[src/rtl/lsu_pkg.sv]
// Shared types and helpers for the load/store unit: funct3 encodings, FSM states,
// alignment checks.
package lsu_pkg;

    localparam int unsigned LANES  = 4;
    localparam int unsigned BYTE_W = 8;

    localparam logic [2:0] F3_B  = 3'b000;
    localparam logic [2:0] F3_H  = 3'b001;
    localparam logic [2:0] F3_W  = 3'b010;
    localparam logic [2:0] F3_BU = 3'b100;
    localparam logic [2:0] F3_HU = 3'b101;

    typedef enum logic [1:0] {IDLE, REQ, RSP, DONE} lsu_state_t;

    // Access size cannot be served at this byte offset.
    function automatic logic size_misaligned(input logic [2:0] funct3, input logic [1:0] off);
        case (funct3)
            F3_H, F3_HU: return off[0];
            F3_W:        return off != 2'b00;
            default:     return 1'b0;
        endcase
    endfunction

    function automatic logic funct3_legal(input logic [2:0] funct3);
        return funct3 inside {F3_B, F3_H, F3_W, F3_BU, F3_HU};
    endfunction

    // Drop the offset bits that the access size cannot use.
    function automatic logic [1:0] force_align(input logic [2:0] funct3, input logic [1:0] off);
        case (funct3)
            F3_H, F3_HU: return {off[1], 1'b0};
            F3_W:        return 2'b00;
            default:     return off;
        endcase
    endfunction

endpackage

[src/rtl/lsu_align.sv]
// Byte-lane steering: store byte enables/replicated write data, and load
// byte/half selection with sign or zero extension.
module lsu_align
    import lsu_pkg::*;
(
    input  logic [2:0]  funct3,
    input  logic [1:0]  off,
    input  logic [31:0] wdata,
    input  logic [31:0] rdata,
    output logic [3:0]  be_c,
    output logic [31:0] wdata_c,
    output logic [31:0] ext_c
);

    logic [7:0]  byte_sel;
    logic [15:0] half_sel;

    always_comb begin
        be_c    = '0;
        wdata_c = '0;
        case (funct3)
            F3_B, F3_BU: begin
                be_c    = 4'(4'b0001 << off);
                wdata_c = {4{wdata[7:0]}};
            end
            F3_H, F3_HU: begin
                be_c    = 4'(4'b0011 << off);
                wdata_c = {2{wdata[15:0]}};
            end
            F3_W: begin
                be_c    = 4'b1111;
                wdata_c = wdata;
            end
            default: ;
        endcase
    end

    always_comb begin
        byte_sel = rdata[7:0];
        case (off)
            2'd1:    byte_sel = rdata[15:8];
            2'd2:    byte_sel = rdata[23:16];
            2'd3:    byte_sel = rdata[31:24];
            default: byte_sel = rdata[7:0];
        endcase
        half_sel = off[1] ? rdata[31:16] : rdata[15:0];
    end

    always_comb begin
        ext_c = '0;
        case (funct3)
            F3_B:    ext_c = {{24{byte_sel[7]}}, byte_sel};
            F3_BU:   ext_c = {24'h0, byte_sel};
            F3_H:    ext_c = {{16{half_sel[15]}}, half_sel};
            F3_HU:   ext_c = {16'h0, half_sel};
            F3_W:    ext_c = rdata;
            default: ext_c = '0;
        endcase
    end

endmodule

[src/rtl/lsu_mem_stage.sv]
// Load/store memory stage: valid/ready data-bus master that stalls the core until done.
// Define LSU_MISALIGN_EN to trap misaligned half/word accesses (err pulse) instead of aligning them.
module lsu_mem_stage
    import lsu_pkg::*;
#(
    parameter int unsigned AW = 32,
    parameter int unsigned DW = 32
) (
    input  logic          clk,
    input  logic          reset,
    input  logic          req_valid,
    input  logic          req_we,
    input  logic [2:0]    req_funct3,
    input  logic [AW-1:0] req_addr,
    input  logic [DW-1:0] req_wdata,
    output logic          stall,
    output logic [DW-1:0] rdata,
    output logic          bus_valid,
    output logic          bus_we,
    output logic [AW-1:0] bus_addr,
    output logic [3:0]    bus_be,
    output logic [DW-1:0] bus_wdata,
    input  logic          bus_ready,
    input  logic          bus_rvalid,
    input  logic [DW-1:0] bus_rdata,
    output logic          err
);

    lsu_state_t    state_q, state_d;
    logic [2:0]    funct3_q, funct3_d;
    logic [1:0]    off_q, off_d;
    logic          bus_valid_q, bus_valid_d;
    logic          bus_we_q, bus_we_d;
    logic [AW-1:0] bus_addr_q, bus_addr_d;
    logic [3:0]    bus_be_q, bus_be_d;
    logic [DW-1:0] bus_wdata_q, bus_wdata_d;
    logic [DW-1:0] rdata_q, rdata_d;

    logic [1:0]    req_off;
    logic [1:0]    off_eff;
    logic [2:0]    al_funct3;
    logic [1:0]    al_off;
    logic [3:0]    be_c;
    logic [31:0]   wdata_c;
    logic [31:0]   ext_c;

    assign req_off = req_addr[1:0];
`ifdef LSU_MISALIGN_EN
    logic err_q, err_d;
    assign off_eff = req_off;
`else
    assign off_eff = force_align(req_funct3, req_off);
`endif

    // The lane unit serves the incoming request in IDLE and the captured access afterwards.
    assign al_funct3 = (state_q == IDLE) ? req_funct3 : funct3_q;
    assign al_off    = (state_q == IDLE) ? off_eff    : off_q;

    lsu_align u_align (
        .funct3  (al_funct3),
        .off     (al_off),
        .wdata   (req_wdata),
        .rdata   (bus_rdata),
        .be_c    (be_c),
        .wdata_c (wdata_c),
        .ext_c   (ext_c)
    );

    always_comb begin
        state_d     = state_q;
        funct3_d    = funct3_q;
        off_d       = off_q;
        bus_valid_d = bus_valid_q;
        bus_we_d    = bus_we_q;
        bus_addr_d  = bus_addr_q;
        bus_be_d    = bus_be_q;
        bus_wdata_d = bus_wdata_q;
        rdata_d     = rdata_q;
`ifdef LSU_MISALIGN_EN
        err_d       = 1'b0;
`endif
        case (state_q)
            IDLE: begin
                if (req_valid) begin
                    funct3_d   = req_funct3;
                    off_d      = off_eff;
                    bus_we_d   = req_we;
                    bus_addr_d = {req_addr[AW-1:2], 2'b00};
                    rdata_d    = '0;
                    if (!funct3_legal(req_funct3)) begin
                        state_d = DONE;
`ifdef LSU_MISALIGN_EN
                    end else if (size_misaligned(req_funct3, req_off)) begin
                        state_d = DONE;
                        err_d   = 1'b1;
`endif
                    end else begin
                        state_d     = REQ;
                        bus_valid_d = 1'b1;
                        bus_be_d    = req_we ? be_c : 4'b1111;
                        bus_wdata_d = req_we ? DW'(wdata_c) : '0;
                    end
                end
            end
            REQ: begin
                if (bus_ready) begin
                    bus_valid_d = 1'b0;
                    if (bus_we_q) begin
                        state_d = DONE;
                    end else if (bus_rvalid) begin
                        rdata_d = DW'(ext_c);
                        state_d = DONE;
                    end else begin
                        state_d = RSP;
                    end
                end
            end
            RSP: begin
                if (bus_rvalid) begin
                    rdata_d = DW'(ext_c);
                    state_d = DONE;
                end
            end
            DONE:    state_d = IDLE;
            default: state_d = IDLE;
        endcase
    end

    always_ff @(posedge clk or negedge reset) begin
        if (!reset) begin
            state_q     <= IDLE;
            funct3_q    <= '0;
            off_q       <= '0;
            bus_valid_q <= 1'b0;
            bus_we_q    <= 1'b0;
            bus_addr_q  <= '0;
            bus_be_q    <= '0;
            bus_wdata_q <= '0;
            rdata_q     <= '0;
        end else begin
            state_q     <= state_d;
            funct3_q    <= funct3_d;
            off_q       <= off_d;
            bus_valid_q <= bus_valid_d;
            bus_we_q    <= bus_we_d;
            bus_addr_q  <= bus_addr_d;
            bus_be_q    <= bus_be_d;
            bus_wdata_q <= bus_wdata_d;
            rdata_q     <= rdata_d;
        end
    end

`ifdef LSU_MISALIGN_EN
    always_ff @(posedge clk or negedge reset) begin
        if (!reset) err_q <= 1'b0;
        else        err_q <= err_d;
    end
    assign err = err_q;
`else
    assign err = 1'b0;
`endif

    // Core is released on the DONE cycle and advances at the following edge.
    assign stall     = req_valid & (state_q != DONE);
    assign rdata     = rdata_q;
    assign bus_valid = bus_valid_q;
    assign bus_we    = bus_we_q;
    assign bus_addr  = bus_addr_q;
    assign bus_be    = bus_be_q;
    assign bus_wdata = bus_wdata_q;

endmodule

[config.mk]
export PLATFORM = sky130hd
export DESIGN_NAME = lsu_mem_stage
export DESIGN_NICKNAME = d
export VERILOG_FILES = /design/src/rtl/lsu_pkg.sv /design/src/rtl/lsu_align.sv /design/src/rtl/lsu_mem_stage.sv
export SDC_FILE = /design/constraint.sdc
export NUM_CORES = 1
export LEC_CHECK = 0
export ABC_AREA = 1
export CAP_MARGIN = 10
export CORE_MARGIN = 4
export CORE_UTILIZATION = 44
export DETAILED_ROUTE_END_ITERATION = 8
export PLACE_DENSITY_LB_ADDON = 0.25
export REMOVE_ABC_BUFFERS = 1
export SLEW_MARGIN = 20
export SYNTH_ARGS = -nofsm -noshare
export SYNTH_HDL_FRONTEND = slang
export SYNTH_SLANG_ARGS = --single-unit
[constraint.sdc]
create_clock -name clk -period 2.1 [get_ports clk]
set_input_delay 0.525 -clock clk [delete_from_list [all_inputs] [get_ports clk]]
set_output_delay 0.525 -clock clk [all_outputs]
set_load 0.02 [all_outputs]
==> reports/results.txt <==
Synth area leader: dfrtp_1
Final hold violations: 0
Critical Path Max Stage Delay: 0.51 ns
Register area: 0.00268 sq mm
First-pass GRT wire length: 26600 um
Worst path slowest cell: clkdlybuf4s50_1
Final setup TNS: 0 ns
DRT Pass-1 Iters: 5
Chip Width: 119 um
Final worst slack: 0.0357 ns
CTS Buffer Depth: 2
Io pins: 209
Met2 wire length: 7350 um
Fillcell total: 991
Finish-stage setup viols: 0
Multi-input logic area: 0.00240 sq mm
H-tree levels: 3
Initial antenna violation count: 0
RR Startpoint: state_q[1]$_DFFE_PN0P_
Peak Freq: 0.484 GHz
Yosys cell types: 31
Pre-CTS setup slack: -0.275 ns
Post-CTS Setup Bufs: 0
Simple-gate share of the synthesized area: 29.2%
All-Layer GR Usage: 23.1%
Vias in the first global route: 5426
Overflow after GRT: 0
Cell Chain, Critical Path: clkdlybuf4s50_1, inv_1, nor2_1, clkdlybuf4s15_1
Cell Pwr Density: 1580 mW/mm^2
Worst-path clk slew: 0.07 ns
Top post-synthesis cells by area: dfrtp_1 50%, nand2_1 22%, o21ai_0 4.3%, nor2_1 3.8%, a22oi_1 3.5%
Largest net degree at the start of global routing: 42
Post-synthesis adder-cell area fraction: 1.16%
Synth top cells by count: 309 x nand2_1, 107 x dfrtp_1, 55 x nor2_1
Post-synth EDFFs: 0
Die area: 0.0141 sq mm
Worst Hold Class: input port to asynchronous set/reset pin
Fraction of registers with async set/reset: 100%
Setup CP Type: input port to output pin
Crit. End Element: output pin
N_diodes: 0
Worst Skew: 0.00484 ns
Core ar.: 0.0120 sq mm
TritonCTS Buffers: 9
HPWL Detailed: 12100 um
DRC errors left: 0
Gp weighted congestion: 0.879
Die Ht: 119 um
Vias: 5544
Most common cell in the netlist: nand2_1
Critical path arrival: 1.54 ns
Crit share post-route: 98.3%
Worst EP required: 1.57 ns
ANT nets after route: 0
Mux cell area share after synthesis: 0%
Worst skew pair latency: 0.35 ns
Crit path launch: req_valid
DRC marker count from the first detailed-route iteration: 483
Top layer in use: met4
Starting Density: 44.9%
CP startpoint kind: input port
LEAKAGE: 4.29 nW
WL met1: 7170 um
RSZ-0062 raised after global routing: yes
Post-synth top area share: 49.7%
Fin nets: 1068
CP max FO: 2
TritonCTS clock tree: yes
Ys Warns: 0
# Max-Cap Violations: 0
Port bufs: 205
Vias per cell: 4.99
P&R area growth vs syn: 56.8%
Top FF cell, synth: dfrtp_1
Status: complete, no violations
Sequential element share of the synthesized area: 49.7%
Compound-cell area share of the yosys netlist: 13.2%
Largest family of logic cells by synthesized area: simple AND/OR/NAND/NOR gates
Worst hold slack: 0.118 ns
Wirelength per Cell: 14.7 um
Met3 Wirelength: 1390 um
Clock Sinks: 107
Final min period: 2.06 ns
Seq cells post-synth: 107
Cells after synthesis: 712
Worst IR drop on VDD: 0.706 mV
CTS root buf: clkbuf_16
Final wirelength: 16400 um
XOR/XNOR share of the synthesized area: 0%
Post-Syn Area: 0.00539 sq mm
Fraction of layout cells with a size suffix above 1: 12.0%
Rows: 40
Pins Over Slew Limit: 0
Syn Area/Cell: 7.57 sq um
## cell type report
cell class / count / share of cell area (%)
Timing Repair Buffer: 267 / 31.4
Sequential cell: 107 / 31.7
Clock buffer: 10 / 2.83
Tap cell: 147 / 2.17
Clock inverter: 6 / 1.32
Multi-Input combinational cell: 523 / 28.4
Inverter: 50 / 2.22
## sequential cells by signal (all words and copies together), names as in the netlist
name,count
bus_addr,30
bus_we,1
state_q,2
funct3_q,3
bus_wdata,32
rdata,32
bus_valid,1
bus_be,4
off_q,2
## critical path, delay by kind of cell
family	cells	cell delay, ns
buf+inv	3	0.90
simple gates	1	0.12
## routing by layer
layer,vias up,track usage [%]
met5,-,0
met4,0,10.3
met3,32,5.69
met2,228,35.5
met1,2538,31.0
li1,2746,-
## per-stage QoR
step	total power (W)	cell area (sq um)	instances	util, %
after detailed placement	0.0111	8000	1092	66.6
after global routing	0.0143	8460	1110	70.4
final	0.0133	8460	1110	70.4
after floorplan	0.00736	5230	680	-
after CTS	0.0131	8350	1108	69.5
after global placement	0.0110	8000	1092	66.6
## final timing paths
path                                             end  slack [ns]  depth (start not counted)
max                                            stall        0.04                          4
max reg2reg                    rdata[28]$_DFFE_PN0P_        0.13                         13
min reg2reg                bus_wdata[25]$_DFFE_PN0P_        0.48                          2
min                            rdata[12]$_DFFE_PN0P_        0.12                          1
min in group clk           bus_wdata[25]$_DFFE_PN0P_        0.48                          2
max in group asynchronous    bus_addr[5]$_DFFE_PN0P_        1.41                          2
## cell usage in the layout (no fill, tap or decap), types with 2 or more instances in the layout
cell / synthesis / final
buf_6: 1 / 2
nand2_4: 1 / 2
ha_1: 5 / 4
clkbuf_16: 0 / 11
clkdlybuf4s50_1: 0 / 200
nand3_1: 13 / 13
dlymetal6s2s_1: 0 / 3
nand2_2: 6 / 8
o21ai_0: 46 / 46
inv_1: 44 / 42
conb_1: 1 / 3
nor2_1: 55 / 54
a21oi_1: 18 / 17
nor2_4: 3 / 3
a22oi_1: 25 / 23
buf_4: 7 / 52
a22oi_2: 0 / 2
inv_2: 5 / 7
bufinv_16: 0 / 3
or2_2: 3 / 3
o211ai_1: 2 / 2
nor2_2: 4 / 5
a22o_1: 7 / 7
a31oi_1: 7 / 7
o21ai_2: 4 / 4
nand2_1: 309 / 306
buf_12: 0 / 7
dfrtp_1: 107 / 107
o21ai_1: 7 / 7
## logic make-up (layout without fill, tap and decap cells)
logic type / after synthesis / after routing
buffers and inverters: 84 / 333
flip-flops: 107 / 107
adder cells (fa/ha/maj): 5 / 5
other: 1 / 3
AND/OR/NAND/NOR: 397 / 397
AO/OA/AOI/OAI: 118 / 118
## repair_timing
item | 4_1_cts | 5_1_grt
gates cloned | 0 | 2
gates resized for setup | 1 | 18
hold buffers | 0 | 0
endpoints found under the setup margin | 1 | 52
pin swaps | 0 | 9
## report_power, final
part           switching (W)  internal [W]
logic                0.00455       0.00360
registers           0.000399       0.00282
clock network       0.000767       0.00120
total                0.00571       0.00763
Power figures use the tool's default switching activity.
